===== src/rtl/cubic_pkg.sv =====
// cubic_pkg: shared word/product types and fixed-point constants
// for the streaming cubic evaluator.
package cubic_pkg;

  localparam int CUBIC_WID   = 16;
  localparam int CUBIC_FBITS = 12;

  typedef logic signed [CUBIC_WID-1:0]   word_t;
  typedef logic signed [2*CUBIC_WID-1:0] prod_t;

  // (a*b) >>> FBITS, wrapped to one word; the shift floors toward -inf
  function automatic word_t fx_mul_trunc(
    input word_t a,
    input word_t b
  );
    prod_t p;
    p = prod_t'(a) * prod_t'(b);
    return word_t'(p >>> CUBIC_FBITS);
  endfunction

endpackage


===== src/rtl/cubic_horner_stage.sv =====
// cubic_horner_stage: one registered Horner step out = (acc*x >>> FBITS) + c.
// Ports: clk, rst (async, active-low), en, in_v/acc/x/c in, out_v/out registered.
module cubic_horner_stage
  import cubic_pkg::*;
#(
  parameter int WID   = CUBIC_WID,
  parameter int FBITS = CUBIC_FBITS
) (
  input  logic                  clk,
  input  logic                  rst,
  input  logic                  en,
  input  logic                  in_v,
  input  logic signed [WID-1:0] acc,
  input  logic signed [WID-1:0] x,
  input  logic signed [WID-1:0] c,
  output logic                  out_v,
  output logic signed [WID-1:0] out
);

  logic signed [2*WID-1:0] prod;
  logic signed [WID-1:0]   sum;

  // full-width signed product, floor shift, then wrap to a word
  always_comb begin
    prod = (2*WID)'(acc) * (2*WID)'(x);
    sum  = WID'(prod >>> FBITS) + c;
  end

  always_ff @(posedge clk or negedge rst) begin
    if (!rst) begin
      out_v <= 1'b0;
      out   <= '0;
    end else if (en) begin
      out_v <= in_v;
      out   <= sum;
    end
  end

endmodule


===== src/rtl/cubic_stream.sv =====
// cubic_stream: 3-stage handshaked Horner evaluator y = x^3 + a2*x^2 + a1*x + a0.
// Ports: in_valid/in_ready + x,a0,a1,a2 in; y_valid/y_ready + y out; busy.
module cubic_stream
  import cubic_pkg::*;
#(
  parameter int WID   = CUBIC_WID,
  parameter int FBITS = CUBIC_FBITS
) (
  input  logic                  clk,
  input  logic                  rst,
  input  logic                  in_valid,
  output logic                  in_ready,
  input  logic signed [WID-1:0] x,
  input  logic signed [WID-1:0] a0,
  input  logic signed [WID-1:0] a1,
  input  logic signed [WID-1:0] a2,
  output logic                  y_valid,
  input  logic                  y_ready,
  output logic signed [WID-1:0] y,
  output logic                  busy
);

  logic en;

  logic                  v1;
  logic signed [WID-1:0] x1;
  logic signed [WID-1:0] a0_1;
  logic signed [WID-1:0] a1_1;
  logic signed [WID-1:0] t1;

  logic                  v2;
  logic signed [WID-1:0] x2;
  logic signed [WID-1:0] a0_2;
  logic signed [WID-1:0] t2;

  // whole pipe moves together; only a held result stops it,
  // so bubbles are never collapsed
  assign en       = !y_valid || y_ready;
  assign in_ready = en;
  assign busy     = v1 | v2 | y_valid;

  // stage 1: first Horner term x + a2 and operand capture
  always_ff @(posedge clk or negedge rst) begin
    if (!rst) begin
      v1   <= 1'b0;
      x1   <= '0;
      a0_1 <= '0;
      a1_1 <= '0;
      t1   <= '0;
    end else if (en) begin
      v1   <= in_valid;
      x1   <= x;
      a0_1 <= a0;
      a1_1 <= a1;
      t1   <= x + a2;
    end
  end

  // stage 2: t2 = t1*x + a1
  cubic_horner_stage #(
    .WID   (WID),
    .FBITS (FBITS)
  ) u_s2 (
    .clk   (clk),
    .rst   (rst),
    .en    (en),
    .in_v  (v1),
    .acc   (t1),
    .x     (x1),
    .c     (a1_1),
    .out_v (v2),
    .out   (t2)
  );

  // operands still needed by stage 3
  always_ff @(posedge clk or negedge rst) begin
    if (!rst) begin
      x2   <= '0;
      a0_2 <= '0;
    end else if (en) begin
      x2   <= x1;
      a0_2 <= a0_1;
    end
  end

  // stage 3: y = t2*x + a0, held while downstream stalls
  cubic_horner_stage #(
    .WID   (WID),
    .FBITS (FBITS)
  ) u_s3 (
    .clk   (clk),
    .rst   (rst),
    .en    (en),
    .in_v  (v2),
    .acc   (t2),
    .x     (x2),
    .c     (a0_2),
    .out_v (y_valid),
    .out   (y)
  );

endmodule


===== config.mk =====
export PLATFORM = sky130hd
export DESIGN_NAME = cubic_stream
export DESIGN_NICKNAME = d
export VERILOG_FILES = /design/src/rtl/cubic_pkg.sv /design/src/rtl/cubic_horner_stage.sv /design/src/rtl/cubic_stream.sv
export SDC_FILE = /design/constraint.sdc
export NUM_CORES = 2
export LEC_CHECK = 0
export CORE_MARGIN = 3
export CORE_UTILIZATION = 55
export CTS_BUF_LIST = sky130_fd_sc_hd__clkbuf_8
export DETAILED_ROUTE_END_ITERATION = 10
export PLACE_DENSITY = 0.73
export SLEW_MARGIN = 15
export SYNTH_ARGS = -nofsm -noshare
export SYNTH_HDL_FRONTEND = slang
export SYNTH_SLANG_ARGS = --single-unit
export TNS_END_PERCENT = 20

===== constraint.sdc =====
create_clock -name clk -period 8.6 [get_ports clk]
set_input_delay 1.29 -clock clk [delete_from_list [all_inputs] [get_ports clk]]
set_output_delay 1.29 -clock clk [all_outputs]
set_load 0.005 [all_outputs]

---- After elaboration in Yosys (flattened, before gate mapping) ----
Index checks and enable logic that the tools add are counted.
operators by class
  add/sub/neg operators ................... 3
  $mul .................................... 2
  bitwise operators ....................... 2
  reductions and logical operators ........ 2
operator list
  kind                          number
  multiplier 16 x 16 -> 28 bit  2
  adder 16 bit                  3
  OR 1 bit                      2
  zero test 1 bit               1
  logical OR 1 bit              1
word-level totals
  flip-flop bits (word level) ............. 131
  input bits .............................. 68
  output and inout port bits .............. 19
  logic and storage cells ................. 20

---- Depth between registers and ports, before layout ----
  word-level depth ........................ 2
  gate-level depth with buffers ........... 32
  depth with buffers taken out ............ 31

---- By module ----
A second synthesis with hierarchy kept.
unflattened totals
  cell total of the unflattened synthesis .. 2644
  area total of the unflattened synthesis .. 24033.0 um^2
modules (own cells, without submodules)
  module                      times used  cells an instance  area each (um^2)  sequential area each (um^2)
  cubic_horner_stage at u_s2  1           1072               9839.4            425.4
  cubic_horner_stage at u_s3  1           1059               9763.1            425.4
  cubic_stream                1           513                4430.5            2427.3

---- Least setup slack after synthesis ----
OpenSTA, ideal clock, no wires.
  path type ............................... register to register
  start ................................... register x1[7]
  end ..................................... register u_s2.out[15]
  library setup time ...................... 0.125 ns
  arrival ................................. 7.243 ns
  data required time ...................... 8.475 ns
  setup slack ............................. 1.232 ns
  cell stages (with the launch flop) ...... 30
  buffers on the path ..................... 2
  clock period less this slack ............ 7.368 ns
  cells stage by stage .................... dfrtp_1 clkbuf_1 clkbuf_1 nand2_1 fa_1 inv_1 fa_1 inv_1 fa_1 inv_1 fa_1 fa_1 inv_1 fa_1 inv_1 ha_1 nand3_1 or3_1 o221a_2 a211oi_4 xor2_1 ha_1 a21oi_1 nand2b_1 o31ai_1 o41ai_2 o2111ai_1 a21oi_1 xnor3_1 mux2_2
between the ends
  longest elaborated chain between the ends .. 2
RTL lines
  element                       line                      source
  start, declared               cubic_stream.sv:26        logic signed [WID-1:0] x1;
  start signal, assigned        cubic_stream.sv:46        x1 <= '0;
  start signal, assigned        cubic_stream.sv:52        x1 <= x;
  multiplier 16 x 16 -> 28 bit  cubic_horner_stage.sv:25  prod = (2*WID)'(acc) * (2*WID)'(x);
  adder 16 bit                  cubic_horner_stage.sv:26  sum = WID'(prod >>> FBITS) + c;
  end signal, assigned          cubic_horner_stage.sv:35  out <= sum;
  end, declared                 cubic_horner_stage.sv:17  output logic signed [WID-1:0] out
No other way between the ends.
A chain may end at the register's enable or synchronous reset.

---- Worst setup path in the final report ----
  start ................................... register x1[9]
  end ..................................... register u_s2.out[15]
Same word-level chain as after synthesis.

==> flow_summary.yaml <==
run_status:
  status: "finished clean"
detailed_routing:
  vias: 17700
  routed_wl_microns: 59000
  drc: 0
  ant_nets: 0
  avgViaCountPerCell: 5.43
  wl_per_cell_microns: 18.1
  drt-initial-drc-count: 991
  first_pass_iters: 5
timing:
  min_period_over_period_pct: 92.9
  setup_tns_ns: 0
  worstMarginPinSlew_ns: 0.888
  timing.fmax_ghz: 0.125
  finalClockSkew_ns: 0.0248
  slew_headroom_pct: 40.8
  final.min_clock_period_ns: 7.99
  rsz0062_at_grt: "false"
  setup_viol: 0
  slew_violations: 0
  hold_viol: 0
synth:
  synth_area_sq_um: 23800
  ys_seq_area_share_pct: 13.8
  synth_top_area_cell: "fa_1"
  synthTopCellsByArea: "fa_1, dfrtp_1, ha_1"
  synth_cell_types: 64
  synth_ff_type: "dfrtp_1"
  synth_top_area_share_pct: 38.7
  syn_area_per_cell_sq_um: 8.97
  ys_seq_elements: 131
  syn_nets: 3372
  ys_async_sr_fraction_pct: 100
  synth_cells: 2650
  synth_edf_count: 0
  yosysWarnings: 0
global_routing:
  grt_first_pass_wirelength_microns: 98400
  grt.overflow.total: 0
  grt_max_degree: 85
  grt.total_usage_pct: 27.7
  antenna_found_initial: 0
  grt_pass1_vias: 19500
die:
  initial_utilization_pct: 56.2
  dieArea_sq_um: 45700
  core_sq_um: 42300
  row_count: 75
  io_pins: 87
  die_w_microns: 214
  die_h_microns: 214
finish:
  final_common_cell: "inv_1"
  diodes: 0
  fin_area_sq_um: 25500
  mostFrequentLayoutCells: "inv_1, nand2_1, fa_1"
  drive_gt1_share_pct: 2.79
  nets: 3394
  syn2layout_area_growth_pct: 7.39
  utilization_pct: 60.3
placement:
  place_hpwl_microns: 47800
  port_buffers: 86
  place_congestion: 0.907
  post_dp_cell_area_sq_um: 25100
critical_path:
  cpPeakStageDelay_ns: 0.85
  crit_fanout: 18
  critical_path_arrival_ns: 8.36
  crit_required_ns: 8.97
  critPathTopFamily: "adder cells"
  critPathKind: "flip-flop to flip-flop"
  critPathCaptureType: "flip-flop"
  start_kind: "flip-flop"
  cpMaxStageDelayCell: "dfrtp_1"
  r2r_slack_ns: 0.61
  worst-path-buf-inv: 5
  crit_top_cell: "fa_1"
clock_tree:
  cts_inserted_buffers: 17
  path_clk_slew_ns: 0.09
  cts_sinks: 131
  cts_hold_buf: 0
  cts_resized: 0
  htreeDepth: 4
  clock_latency_ns: 0.50
  clock_path_buffers: 2
  post_cts_buffers: 0
  clock-root-buffer: "clkbuf_8"
  cts_tree: "built"
job:
  maxCapViolations: 0
hold_path:
  hp-class: "flip-flop to flip-flop"
-- worst min-delay path, delay by kind of cell (launching register included) --
family / cells / cell delay (ns)
flops: 1 / 0.35
simple gates: 2 / 0.10
-- cell type report --
type / instances / area, sq um
Fill cell: 3603 / 16800
Clock inverter: 15 / 165
Multi-Input combinational cell: 1875 / 18100
Inverter: 541 / 2030
Tap cell: 577 / 722
Timing Repair Buffer: 106 / 1010
Sequential cell: 131 / 3280
Clock buffer: 17 / 234
-- state kept, by name, indices dropped and copies added (netlist names) --
signal,flops
a0_2,16
u_s3.out,16
u_s2.out,16
v1,1
u_s3.out_v,1
x1,16
a0_1,16
a1_1,16
t1,16
x2,16
u_s2.out_v,1
-- worst paths after layout --
path                               from            to  depth (start not counted)
worst max-delay path              x1[9]  u_s2.out[15]                         27
worst min-delay path            a0_1[0]       a0_1[0]                          2
worst max register to register    x1[9]  u_s2.out[15]                         27
worst min register to register  a0_1[0]       a0_1[0]                          2
max in group asynchronous           rst        x2[14]                          2
min in group asynchronous           rst        t1[15]                          1
-- layer usage --
layer	wire length [microns]	vias to the layer above	track usage, %
met2	30500	526	50.2
met5	0	-	0
met1	22500	9050	32.7
met3	2800	186	3.69
met4	3210	0	13.2
li1	-	7959	-
-- cell usage after synthesis (16+ instances only) --
library cell and count:
xnor2_1 70, and2_1 228, xor2_1 24, fa_1 459, dfrtp_1 131, nand3_1 16
a21o_1 16, o21ai_0 34, nand2_1 533, clkbuf_1 96, inv_1 539, nor3_1 22
nor2_1 74, ha_1 195, a21oi_1 67
-- stage by stage --
step / std cells / hold slack [ns] / worst slack (ns)
2_1_floorplan: 2650 / 0.439 / 1.23
3_3_place_gp: 3230 / 0.455 / 0.910
3_5_place_dp: 3230 / 0.456 / 0.734
4_1_cts: 3262 / 0.475 / 0.692
5_1_grt: 3262 / 0.506 / 0.114
6_report: 3262 / 0.469 / 0.609
-- cells by family (layout without fill, tap and decap cells) --
logic type      after synthesis  in the layout  share of synthesized area, %
compound gates              198            198                          5.55
xor+xnor                     95             95                          3.56
fa+ha+maj                   654            654                          48.9
buf+inv                     644            679                          10.2
flops                       131            131                          13.8
mux                           1              1                        0.0474
simple gates                927            927                          17.9
Power is not shown: default switching activity piles up to over one toggle a cycle in this logic, so the estimate is an artifact.
